$ cat config.mk
export PLATFORM = sky130hd
export DESIGN_NAME = csr_timer_array
export DESIGN_NICKNAME = d
export VERILOG_FILES = /design/src/rtl/csr_timer_array.sv
export SDC_FILE = /design/constraint.sdc
export NUM_CORES = 1
export LEC_CHECK = 0
export ABC_AREA = 1
export BUFFER_PORTS_ARGS = -buffer_cell sky130_fd_sc_hd__buf_2
export CAP_MARGIN = 10
export CORE_MARGIN = 2
export CORE_UTILIZATION = 39
export CTS_BUF_LIST = sky130_fd_sc_hd__clkbuf_8 sky130_fd_sc_hd__clkbuf_16
export DETAILED_ROUTE_END_ITERATION = 10
export GPL_ROUTABILITY_DRIVEN = 0
export PLACE_DENSITY = 0.62
export REMOVE_ABC_BUFFERS = 1
export SLEW_MARGIN = 20
export SYNTH_ARGS = -nofsm -noshare
export SYNTH_HDL_FRONTEND = slang
export SYNTH_SLANG_ARGS = --single-unit
export TNS_END_PERCENT = 30
$ cat constraint.sdc
create_clock -name clk -period 2.96 [get_ports clk]
set_clock_uncertainty 0.05 [all_clocks]
set_input_delay 0.296 -clock clk [delete_from_list [all_inputs] [get_ports clk]]
set_output_delay 0.296 -clock clk [all_outputs]
set_load 0.01 [all_outputs]
$ cat src/rtl/csr_timer_array.sv
// csr_timer_array: bank of N LoongArch-style countdown timers (TCFG/TVAL/TICLR)
// with latched irqs and a 2-flop hw_int sampler; TDIV prescaler under CSR_TIMER_PRESCALE_EN.
module csr_timer_array #(
  parameter int          N_TIMER  = 2,
  parameter int          CNT_W    = 32,
  parameter int          HWI_W    = 8,
  parameter logic [13:0] CSR_BASE = 14'h41
) (
  input  logic               clk,
  input  logic               rst_n,
  input  logic [13:0]        csr_num,
  input  logic               csr_we,
  input  logic [31:0]        csr_wmask,
  input  logic [31:0]        csr_wvalue,
  output logic [31:0]        csr_rvalue,
  output logic               csr_hit,
  input  logic [HWI_W-1:0]   hw_int_in,
  output logic [HWI_W-1:0]   hw_int_sync,
  output logic [N_TIMER-1:0] timer_irq,
  output logic               timer_irq_any
);

  localparam logic [CNT_W-1:0] ONES = '1;

  logic [13:0]        off;
  logic [CNT_W-1:0]   wm;
  logic [CNT_W-1:0]   wv;
  logic [N_TIMER-1:0] sel_cfg;
  logic [N_TIMER-1:0] sel_val;
  logic [N_TIMER-1:0] sel_div;
  logic [N_TIMER-1:0] sel_clr;
  logic [31:0]        rd_ch [N_TIMER];
  logic [HWI_W-1:0]   sync_q1;

  // Addresses below CSR_BASE wrap to a huge offset and match no channel.
  assign off = csr_num - CSR_BASE;
  assign wm  = csr_wmask[CNT_W-1:0];
  assign wv  = csr_wvalue[CNT_W-1:0];

  for (genvar i = 0; i < N_TIMER; i++) begin : g_ch
    logic             blk;
    logic [CNT_W-1:0] tcfg;
    logic [CNT_W-1:0] cnt;
    logic [CNT_W-1:0] cfg_new;
    logic             pend;
    logic             en;
    logic             per;
    logic             step;
    logic             wr_cfg;
    logic             clr;
    logic [31:0]      rd;

    assign blk        = (off[13:2] == 12'(i));
    assign sel_cfg[i] = blk && (off[1:0] == 2'd0);
    assign sel_val[i] = blk && (off[1:0] == 2'd1);
    assign sel_clr[i] = blk && (off[1:0] == 2'd3);
    assign en         = tcfg[0];
    assign per        = tcfg[1];
    assign wr_cfg     = csr_we && sel_cfg[i];
    assign clr        = csr_we && sel_clr[i]
                     && csr_wmask[0] && csr_wvalue[0];
    assign cfg_new    = (wm & wv) | (~wm & tcfg);

`ifdef CSR_TIMER_PRESCALE_EN
    logic [7:0] div;
    logic [7:0] pc;

    assign sel_div[i] = blk && (off[1:0] == 2'd2);
    assign step       = (pc == div);

    always_ff @(posedge clk or negedge rst_n) begin
      if (!rst_n) begin
        div <= '0;
        pc  <= '0;
      end else begin
        if (csr_we && sel_div[i])
          div <= (csr_wmask[7:0] & csr_wvalue[7:0])
               | (~csr_wmask[7:0] & div);
        if (wr_cfg || !en || step)
          pc <= '0;
        else
          pc <= pc + 8'd1;
      end
    end

    always_comb begin
      rd = '0;
      unique case (1'b1)
        sel_cfg[i]: rd = 32'(tcfg);
        sel_val[i]: rd = 32'(cnt);
        sel_div[i]: rd = 32'(div);
        default:    rd = '0;
      endcase
    end
`else
    assign sel_div[i] = 1'b0;
    assign step       = 1'b1;

    always_comb begin
      rd = '0;
      unique case (1'b1)
        sel_cfg[i]: rd = 32'(tcfg);
        sel_val[i]: rd = 32'(cnt);
        default:    rd = '0;
      endcase
    end
`endif

    // Any TCFG write owns cnt this cycle: reload if enabling, else freeze.
    always_ff @(posedge clk or negedge rst_n) begin
      if (!rst_n) begin
        tcfg <= '0;
        cnt  <= ONES;
        pend <= 1'b0;
      end else begin
        if (wr_cfg) begin
          tcfg <= cfg_new;
          if (cfg_new[0])
            cnt <= {cfg_new[CNT_W-1:2], 2'b00};
        end else if (en && step && cnt != ONES) begin
          if (cnt == '0 && per)
            cnt <= {tcfg[CNT_W-1:2], 2'b00};
          else
            cnt <= cnt - CNT_W'(1);
        end
        if (en && step && cnt == '0)
          pend <= 1'b1;
        else if (clr)
          pend <= 1'b0;
      end
    end

    assign rd_ch[i]     = rd;
    assign timer_irq[i] = pend;
  end

  always_comb begin
    csr_rvalue = '0;
    for (int k = 0; k < N_TIMER; k++)
      csr_rvalue = csr_rvalue | rd_ch[k];
  end

  assign csr_hit       = |(sel_cfg | sel_val | sel_div | sel_clr);
  assign timer_irq_any = |timer_irq;

  always_ff @(posedge clk or negedge rst_n) begin
    if (!rst_n) begin
      sync_q1     <= '0;
      hw_int_sync <= '0;
    end else begin
      sync_q1     <= hw_int_in;
      hw_int_sync <= sync_q1;
    end
  end

endmodule

---- Word-level counts from Yosys, hierarchy flattened ----
Index checks and enable logic that the tools add are counted.
storage, ports and cells
  ROM bits ................................ 0
  output and inout port bits .............. 44
  register bits ........................... 146
  bits in writable memories ............... 0
  bits of input ports ..................... 89
  bits in latches ......................... 0
  memories ................................ 0
  logic and storage cells ................. 73
operators by class
  muxes and demuxes ....................... 14
  reduce and logical (&&, ||, !) cells .... 32
  div/mod/pow operators ................... 0
  add/subtract/negate cells ............... 3
  magnitude comparators ................... 0
  equal/unequal tests ..................... 7
  bitwise logic cells ..................... 9
  shifts and indexed selects .............. 0
  multipliers ............................. 0
operator list
  cell                                                count
  2-to-1 mux 32 bit                                   8
  one-hot mux 32 bit (2 select lines)                 2
  bitwise AND 32 bit                                  3
  OR 32 bit                                           3
  logical NOT 32 bit                                  2
  inequality test 32 bit, second input constant       2
  subtractor 32 x 1 -> 32 bit, second input constant  2
  inverter 32 bit                                     1
  logical AND 1 bit                                   20
  subtractor 14 x 7 -> 14 bit, second input constant  1
  == test 12 x 1 -> 1 bit, second input constant      1
  logical NOT 12 bit                                  1
  nonzero test 2 bit                                  4
  2-to-1 mux 1 bit                                    4
  inequality test 2 bit, second input constant        2
  OR 2 bit                                            2
  AND reduction 2 bit                                 2
  OR reduction 2 bit                                  2
  == test 2 x 1 -> 1 bit, second input constant       1
  == test 2 bit, second input constant                1
  logical NOT 2 bit                                   1

---- Depth between registers and ports, before layout ----
  word-level depth ........................ 8
  depth in mapped cells ................... 15
  mapped depth without buffers ............ 14

---- Worst setup path after synthesis ----
Ideal clock, no wire load.
  path type ............................... reg-to-reg
  start point ............................. register g_ch[1].cnt[0]
  end point ............................... register g_ch[1].cnt[5]
  required time ........................... 2850 ps
  buffers on the path ..................... 2
  period minus slack after synthesis ...... 2177 ps
  cell stages (with the launch flop) ...... 16
  setup time .............................. 60 ps
  data arrival time ....................... 2067 ps
  path slack .............................. 783 ps
  path through ............................ dfstp_2 > inv_1 > ha_1 > nand2_1 > nor2_1 > nand2_1 > nor2_1 > nand2_1 > buf_2 > clkbuf_1 > nand2_1 > o21ai_0 > nand2_1 > nand2_1 > nand2_1 > nand2_1
on the way
  cells in the longest elaborated chain, start to end .. 5
RTL lines
  item                                                                 line  RTL
  from (decl)                                                          43    logic [CNT_W-1:0] cnt;
  from (signal assigned)                                               119   cnt <= {cfg_new[CNT_W-1:2], 2'b00};
  from (signal assigned)                                               122   cnt <= {tcfg[CNT_W-1:2], 2'b00};
  from (signal assigned)                                               124   cnt <= cnt - CNT_W'(1);
  branches (longest 5 deep; another with subtractor 32 x 1 -> 32 bit)  -
Several ways; the timed one is not identified. The select of a mux whose other input is x is not followed.
A chain may end at the register's enable or synchronous reset.

---- Worst setup path after layout ----
  start point ............................. input csr_num[1]
  end point ............................... output csr_rvalue[19]
on the way
  cells in the longest elaborated chain, start to end .. 5
RTL lines
  item                                             line    RTL
  from (decl)                                      11      input logic [13:0] csr_num,
  subtractor 14 x 7 -> 14 bit *                    36      assign off = csr_num - CSR_BASE;
  == test 12 x 1 -> 1 bit (tied with other cells)  53      assign blk = (off[13:2] == 12'(i));
  logical AND 1 bit (on tied branches)             55, 54
  one-hot mux 32 bit (2 select lines)              101     unique case (1'b1)
  OR 32 bit *                                      140     csr_rvalue = csr_rvalue | rd_ch[k];
  to (decl)                                        15      output logic [31:0] csr_rvalue,
Every way passes the cells marked *; elsewhere a longest branch is shown, timed or not.

==> reports/metrics.cfg <==
[die]
die_height_um=165
ioPinCount=133
initial_core_util_pct=40.0
num_rows=58
dieArea_um2=27300
core_area_um2=25300
die_x_um=165

[yosys]
synth_area_leaders=dfrtp_1 20%, nand2_1 20%, dfstp_2 17%
synth-seq-cells=146
synth_edf_count=0
synth_area_per_cell_um2=6.52
synth_area_leader_cell=dfrtp_1
ys_seq_area_share_pct=36.8
synth.distinct_cells=34
netlist_area_um2=10100
postSynthCellCount=1554
synth_warnings=0
yosysTopAreaCellShare_pct=20.3
synth-async-reset-ratio_pct=100
ys.flop_type=dfrtp_1

[place]
placedCellCount=1968
io_buffer_count=132
dp_slack_ns=0.287
hpwl_um=25100
place_area_um2=11200

[worst_hold_path]
hp-class=input pin to flop

[final_layout]
antenna_cells=0
mostFrequentLayoutCells=542 x nand2_1, 218 x nand3_1, 185 x o21ai_0, 131 x buf_2, 128 x nor2_1
final_cells=2009
fill_cells=2699
stdcell_area_um2=11800
final_common_cell=nand2_1
final_nets=1759
drive_above_1_share_pct=16.6
synthToLayoutAreaGrowth_pct=16.8

[grt]
gr-total-overflow=0
grt_pass1_wl_um=55000
grt_util_all_layers_pct=25.9
antenna_found_initial=0
first_global_vias=10200
grt_max_degree=68

[timing]
min_period_ns=2.65
relSlewSlack_pct=59.7
rsz0062_at_grt=false
fmax_mhz=377
fin_tns_setup_ns=0
setup_viol=0
fin_ws_ns=0.305
slew_violations=0
worst_pin_slew_ns=0.605
hold_viol=0
finalCritPeriodShare_pct=89.7

[clock_tree]
cts_buffers=17
numClockSinks=146
clk_latency_ns=0.43
cts_setup_buffers=0
htreeDepth=4
clkTransAtPathRegs_ns=0.07
clockBufferDepth=2
cts_tree=done
cts-root-buf=clkbuf_16

[power]
p_total_mw=7.97
p_per_area_nw_per_um2=673
p_leak_nw=5.87
irDropWorstVdd_mv=0.308

[critical_path]
cp-start-kind=input pin
cp_common_cell=nand2_1
critical-path-top-delay-family=simple AND/OR/NAND/NOR gates
crit_type=input pin to output port
worstSetupEndpointType=output port
worstPathMaxFanout=22
r2r_setup_slack_ns=0.42
path_buf_inv=4
arrival_ns=2.31
critPathSlowestCell=buf_4
cpPeakStageDelay_ns=0.33
required_ns=2.61
path_cells=buf_2, nor2_4, nand3_2, nand2_2, nand2_1, nand2_1, nand3_1, nor2_4, nand2_1, inv_2, buf_4, nand3_1, nand4_1, buf_2

[detailed_routing]
ant_nets=0
wl_per_cell_um=17.4
drt_wl_total_um=34900
first_pass_iters=5
viasPerCell=5.43
drc=0
drt-initial-drc-count=885
num_vias=10900

[outcome]
status=finished, final reports clean

[flow_run]
maxCapViolations=0

worst reg2reg max path, cell delays in order (launching register included):
cell     delay [ns]
dfstp_2        0.60
ha_1           0.16
nand3_1        0.10
nor4_1         0.48
buf_4          0.20
a21oi_1        0.06
nand2_1        0.11
nand2_2        0.30
buf_12         0.29
nand2_1        0.08
nand2_1        0.05
layout make-up:
type,instances,area (µm²),area share [%]
clock buffer,17,425,3.59
clock inverter,15,151,1.28
inverter,109,409,3.46
multi-input combinational,1222,5650,47.7
sequential,146,3730,31.5
tap,330,413,3.49
timing repair buffer,170,1050,8.90
cell usage after synthesis, types with 6 or more instances:
master,count
buf_2,19
buf_4,6
clkbuf_1,49
dfrtp_1,82
dfstp_2,64
inv_1,105
nand2_1,543
nand3_1,218
nand3b_1,7
nand4_1,49
nor2_1,130
o21ai_0,185
xnor2_1,26
xor2_1,21
state kept, by name (all words and copies together), names as in the netlist, named ones only:
signal	count
hw_int_sync	8
sync_q1	8
g_ch.cnt	64
g_ch.tcfg	62
g_ch.pend	2
through the flow:
step / hold slack, ns / util [%]
detailed placement: 0.259 / 44.1
global route: 0.149 / 46.7
CTS: 0.106 / 46.7
finish: 0.113 / 46.7
floorplan: -0.0496 / -
global placement: 0.262 / 44.1
cell families after synthesis:
family	after synthesis	synth area share (%)
buffers and inverters	186	7.57
DFF	146	36.8
adders and majority gates	4	0.494
and+or+nand+nor	973	41.1
xor gates and xnor gates	47	4.06
AOI/OAI and AO/OA	198	9.88
power by group:
group	total, mW	switching, mW	internal, mW
Combinational	2.16	1.22	0.942
Clock	2.16	0.979	1.18
Sequential	3.65	0.906	2.74
final timing paths:
path / cells after the start / from / to
max: 14 / csr_num[1] / csr_rvalue[19]
min: 3 / csr_wmask[1] / flop
max reg2reg: 10 / g_ch[0].cnt[0]$_DFFE_PN1P_ / g_ch[0].cnt[6]$_DFFE_PN1P_
min reg2reg: 0 / sync_q1[1]$_DFF_PN0_ / hw_int_sync[1]$_DFF_PN0_
max in group asynchronous: 3 / rst_n / g_ch[1].cnt[23]$_DFFE_PN1P_
min in group asynchronous: 2 / rst_n / hw_int_sync[3]$_DFF_PN0_
per-layer routing:
| layer | vias to the layer above | wire length [µm] | track usage [%] |
|---|---|---|---|
| met1 | 5148 | 15400 | 34.7 |
| met5 | - | 0 | 0 |
| met4 | 0 | 725 | 7.15 |
| met3 | 50 | 2550 | 5.52 |
| li1 | 5304 | - | - |
| met2 | 412 | 16200 | 42.4 |
repair_timing:
| action | in CTS | in global routing |
|---|---|---|
| hold endpoints to repair | 37 | 0 |
| hold buffers | 9 | 0 |
| gates resized for setup | 0 | 1 |
| setup endpoints to repair | 0 | 2 |
(Power assumes the default switching activity.)
